**src/rtl/linear_interp.sv**
```systemverilog
// linear_interp: paces FIFO reads at 1/N of clk and emits a linearly interpolated sample each clock.
module linear_interp #(
  parameter int DATA_WIDTH  = 12,
  parameter int INTERP_LOG2 = 2
) (
  input  logic                  clk,
  input  logic                  rst,
  input  logic                  ena,
  input  logic                  fifo_empty,
  input  logic [DATA_WIDTH-1:0] dataIn,
  output logic                  rd_en,
  output logic [DATA_WIDTH-1:0] inter_data,
  output logic                  out_valid,
  output logic                  underrun
);
  localparam int W = DATA_WIDTH;
  localparam int L = INTERP_LOG2;
  localparam logic [1:0] PRIME = 2'd0, RUN = 2'd1, STALL = 2'd2;
  logic [W-1:0] x0_q, x0_d, x1_q, x1_d, nxt_q, nxt_d, inter_q, inter_d, y;
  logic nxt_valid_q, nxt_valid_d, rd_pend_q, cnt_q, cnt_d;
  logic out_valid_q, out_valid_d, underrun_q, underrun_d;
  logic [L-1:0] p_q, p_d;
  logic [1:0] state_q, state_d;
  logic [W:0] d;
  logic signed [W+L:0] prod, sh;
  logic [L:0] unused_hi;
  logic run, last, load, starve;
  assign rd_en = ena & ~fifo_empty & ~rd_pend_q & ~nxt_valid_q & ~rst;
  assign run = state_q == RUN;
  assign last = &p_q;
  assign load = ena && nxt_valid_q && (state_q != RUN || last);
  assign starve = run && ena && last && !nxt_valid_q;
  // y stays between x0 and x1, so the dropped upper bits carry no information
  assign d = {x1_q[W-1], x1_q} - {x0_q[W-1], x0_q};
  assign prod = {{L{d[W]}}, d} * {{(W+1){1'b0}}, p_q};
  assign sh = prod >>> L;
  assign {unused_hi, y} = {{(L+1){x0_q[W-1]}}, x0_q} + sh;
  assign inter_data = inter_q;
  assign out_valid = out_valid_q;
  assign underrun = underrun_q;
  always_comb begin
    x0_d = load ? x1_q : x0_q;
    x1_d = load ? nxt_q : x1_q;
    nxt_d = rd_pend_q ? dataIn : nxt_q;
    nxt_valid_d = rd_pend_q | (nxt_valid_q & ~load);
    cnt_d = (state_q == PRIME && load) ? ~cnt_q : cnt_q;
    p_d = load ? '0 : (run && ena && !last) ? p_q + L'(1) : p_q;
    state_d = (load && (state_q == STALL || cnt_q)) ? RUN : starve ? STALL : state_q;
    underrun_d = starve;
    out_valid_d = run & ena;
    inter_d = (run && ena) ? y : inter_q;
  end
  always_ff @(posedge clk or posedge rst) begin
    if (rst) begin
      x0_q <= '0;
      x1_q <= '0;
      nxt_q <= '0;
      nxt_valid_q <= 1'b0;
      rd_pend_q <= 1'b0;
      cnt_q <= 1'b0;
      p_q <= '0;
      state_q <= PRIME;
      inter_q <= '0;
      out_valid_q <= 1'b0;
      underrun_q <= 1'b0;
    end else begin
      x0_q <= x0_d;
      x1_q <= x1_d;
      nxt_q <= nxt_d;
      nxt_valid_q <= nxt_valid_d;
      rd_pend_q <= rd_en;
      cnt_q <= cnt_d;
      p_q <= p_d;
      state_q <= state_d;
      inter_q <= inter_d;
      out_valid_q <= out_valid_d;
      underrun_q <= underrun_d;
    end
  end
endmodule

```
**config.mk**
```make
export PLATFORM = sky130hd
export DESIGN_NAME = linear_interp
export DESIGN_NICKNAME = d
export VERILOG_FILES = /design/src/rtl/linear_interp.sv
export SDC_FILE = /design/constraint.sdc
export NUM_CORES = 1
export LEC_CHECK = 0
export CAP_MARGIN = 20
export CELL_PAD_IN_SITES_DETAIL_PLACEMENT = 1
export CELL_PAD_IN_SITES_GLOBAL_PLACEMENT = 2
export CORE_MARGIN = 3
export CORE_UTILIZATION = 38
export CTS_CLUSTER_DIAMETER = 150
export DETAILED_ROUTE_END_ITERATION = 6
export GPL_ROUTABILITY_DRIVEN = 0
export PLACE_DENSITY = 0.87
export SLEW_MARGIN = 5
export SYNTH_ARGS = -nofsm -noshare
export SYNTH_HDL_FRONTEND = slang
export SYNTH_SLANG_ARGS = --single-unit
```
**constraint.sdc**
```tcl
create_clock -name clk -period 4.6 [get_ports clk]
set_clock_uncertainty 0.05 [all_clocks]
set_input_delay 0.92 -clock clk [delete_from_list [all_inputs] [get_ports clk]]
set_output_delay 0.92 -clock clk [all_outputs]
set_load 0.05 [all_outputs]
```
==> results.txt <==
The flow ran to the end, and the final reports show no timing, DRC or antenna violations. The first global-routing pass estimated 14.33 mm of wire. No sink is reached through more buffers than the 2 on the longest clock path.

The final standard cell utilization of the core is 50.96%, and the largest fanout on the critical path is 4. The synthesized design contains 0 enable-type register cells. The number of H-tree branching levels is 3, and the number of inserted diodes is 0.

For the number of hold violations in the final report, the log shows 0. Type of element launching the critical path: a flop. In this design, the critical path's most frequently occurring cell is xnor2_1. Counting flops and latches in the post-synthesis netlist gives 57. In this run the critical register-to-register path is launched from x0_q[0]. By startpoint and endpoint, the worst setup path is classified as reg2reg. The region available for standard cell placement spans 9415 µm². The height of the die works out to 105.5 µm.

Synthesis instantiated 48 different standard cells from the library. Sequential elements use 37.90% of the synthesized area. Timing would allow up to 0.2277 GHz. The total routed wirelength was 8.873 mm. Yosys attributes the largest share of cell area to dfrtp_1 38%, ha_1 12%, mux2_2 6.9%, xnor2_1 5.4%, nand2_1 4.2%.

Among all cell types in the netlist, the one instantiated most often is dfrtp_1. After layout, the worst path uses 95.45% of the clock period. In this run the worst setup path begins at x0_q[0]. For this run, design rule violations remaining after detail routing come to 0. After synthesis, the largest area contributor takes up 37.90% of total cell area. The per-cell routed wire length works out to 15.38 µm. Clock tree synthesis found a total of 57 sinks.

Number of nets with antenna violations after detailed routing: 0. In this run, post-CTS hold repair placed 0 buffers. Of all flip-flops after synthesis, the portion carrying an async set or reset was 100.0%. The run gives 340 ps as the clock latency reported for the late side of the worst-skew pair.

The terminating pin of the worst hold path is inter_data[0]. The worst-margin pin slew came out at 673.0 ps. Global routing used 15.76% of the available tracks. For the total count of max-transition violations in the final report, the log shows 0. The tree is rooted in a clkbuf_8.

The tightest min-delay check is of the reg2reg type. Traced cell by cell, the critical path runs through ha_4 -> fa_2 -> nand2b_4 -> buf_4 -> nand2b_1 -> a21oi_1 -> xnor2_1 -> and2_1 -> ha_1 -> o21a_1 -> o41ai_2 -> o21ai_0 -> a21oi_1 -> xnor2_1 -> ha_1 -> o211ai_1 -> o21ai_2 -> a31oi_4 -> xnor2_2 -> xnor2_1 -> o21ai_1. For the worst setup path, the data arrival time is 4560 ps. Synthesized instance count: 388.

The net count reported at finish was 498. Most frequently used flop master after synthesis: dfrtp_1. The count of buffering cells on the critical path with inverters included works out to 1. TritonCTS built the clock tree.

The total CTS buffers is 9. The die extent in x works out to 105.5 µm. Buffers placed on the I/O ports in this run total 30. For the via count, the log shows 2998. Detailed-route vias per instance: 5.196. Setup slack closes at 209.1 ps.

Initial antenna violation count: 0. The clock period could shrink to 4391 ps. For this run, the number of Yosys warnings is 0. The cell depth of the worst min-delay path was 2; the count of max-cap constraint violations was 0. Post-synthesis instance area: 3764 µm².

The detailed router finished its first iteration with 127 violations. The number of nets in the synthesized netlist is 443. In the final layout, the share of cells above drive strength 1 is 23.66%. The endpoint identified for the worst register-to-register timing path is inter_data[11]. Area enclosed by the die boundary: 11130 µm². On the final layout, the worst hold slack is 422.3 ps.

Setup violations remaining at the end of the flow were counted as 0. The post-synthesis cell type with the largest combined area is dfrtp_1. Pin placement for this block handled 31 I/O pins. The average cell area after synthesis is 9.700 µm², and the worst relative slew slack is 55.07%.

Entering global routing, the biggest net connects 33 pins. The number of cell instances on the worst register-to-register path is 21. Setup slack on the worst reg-to-reg path comes out at 210 ps. The slowest stage of the critical path belongs to the cell dfrtp_1. The worst setup slack after placement is -140.3 ps. The required time of the worst setup path is 4770 ps.

The delay contributed by the slowest stage of the critical path came out at 410 ps. From synthesis to final layout, the design area changed by 27.49%. The tools report the via count of the first global-routing pass as 3093. The first detailed-routing pass took 4 iterations. Startpoint of the lowest-slack hold path: inter_data[0]. In this run the core area contains 35 standard-cell rows.

Clock-pin slew was measured on the worst setup and hold paths at 70 ps. The cell family contributing the most delay on the critical path was compound AO/OA/AOI/OAI gates. The worst setup path is captured at a flop. For this configuration, the core starts out at a cell density of 39.97%. The total global routing overflow came out at 0. By count the netlist is led by 57 x dfrtp_1, 42 x nand2_1, 36 x ha_1, 30 x o21ai_0. The wire-length estimate of the detail-placed layout is 6.298 mm.
-- worst reg2reg max path, delay by kind of cell (launching register included) --
kind                     cells  cell delay (ps)
XOR/XNOR                     4              620
buffers and inverters        1              130
AO/OA/AOI/OAI                9             1430
flip-flops                   1              410
AND/OR/NAND/NOR              3              380
adder cells (fa/ha/maj)      4             1250
-- cells by family (layout without fill, tap and decap cells) --
group,count (synthesis),after routing,synth area share [%]
compound gates,99,99,17.22
xor+xnor,28,28,6.516
fa+ha+maj,39,39,13.56
buf+inv,29,89,2.892
flops,57,57,37.90
mux,24,24,7.148
simple gates,112,112,14.76
-- placed cells by master (no fill, tap or decap), drive strengths merged, types with 5 or more instances in the layout --
cell type / instances
xor2: 5
nand2b: 6
a21oi: 19
o21ai: 33
a31oi: 6
nand2: 42
ha: 36
a21o: 12
o21a: 8
inv: 20
nor2b: 6
nor2: 23
dfrtp: 57
xnor2: 23
clkbuf: 11
mux2: 23
buf: 23
and2: 20
clkdlybuf4s50: 30
-- through the flow --
| stage | TNS, ps | cells | cell area (µm²) |
|---|---|---|---|
| floorplan | 0 | 388 | 3764 |
| global placement | -2.496 | 546 | 4252 |
| detailed placement | -140.3 | 546 | 4252 |
| CTS | 0 | 562 | 4466 |
| global route | -74.25 | 577 | 4798 |
| finish | 0 | 577 | 4798 |
-- layout make-up --
cell class | instances | area [µm²]
clock inverters | 5 | 55.05
repair buffers | 53 | 473.0
well taps | 129 | 161.4
clock buffers | 11 | 141.4
fillers | 1063 | 4617
flip-flops and latches | 57 | 1428
inverters | 20 | 75.07
multi-input cells | 302 | 2465
-- what timing repair did --
action,CTS,global route
gates resized for setup,3,42
setup buffers,0,15
pin swaps,1,26
endpoints found under the setup margin,1,4
-- flip-flops by register name (all words and copies together) (netlist names) --
name and count:
x0_q 12, nxt_q 12, out_valid 1, underrun 1, cnt_q 1, p_q 2, x1_q 12, rd_pend_q 1
inter_data 12, state_q 2, nxt_valid_q 1
-- worst max-delay path by stage --
stage                          end  slack (ps)  cells after the start
floorplan           inter_data[11]         450                     22
global placement    inter_data[11]          -2                     23
detailed placement  inter_data[11]        -140                     23
CTS                 inter_data[11]           5                     22
global route        inter_data[11]         -70                     22
finish              inter_data[11]         210                     21
-- metal layers --
| metal | track usage (%) | wire length, µm | up-vias |
|---|---|---|---|
| met5 | 0 | 0 | - |
| met3 | 3.246 | 310 | 17 |
| li1 | - | - | 1471 |
| met4 | 4.070 | 127 | 0 |
| met1 | 20.78 | 4119 | 1437 |
| met2 | 26.41 | 4315 | 73 |
Power is not shown: default switching activity piles up to over one toggle a cycle in this logic, so the estimate is an artifact.
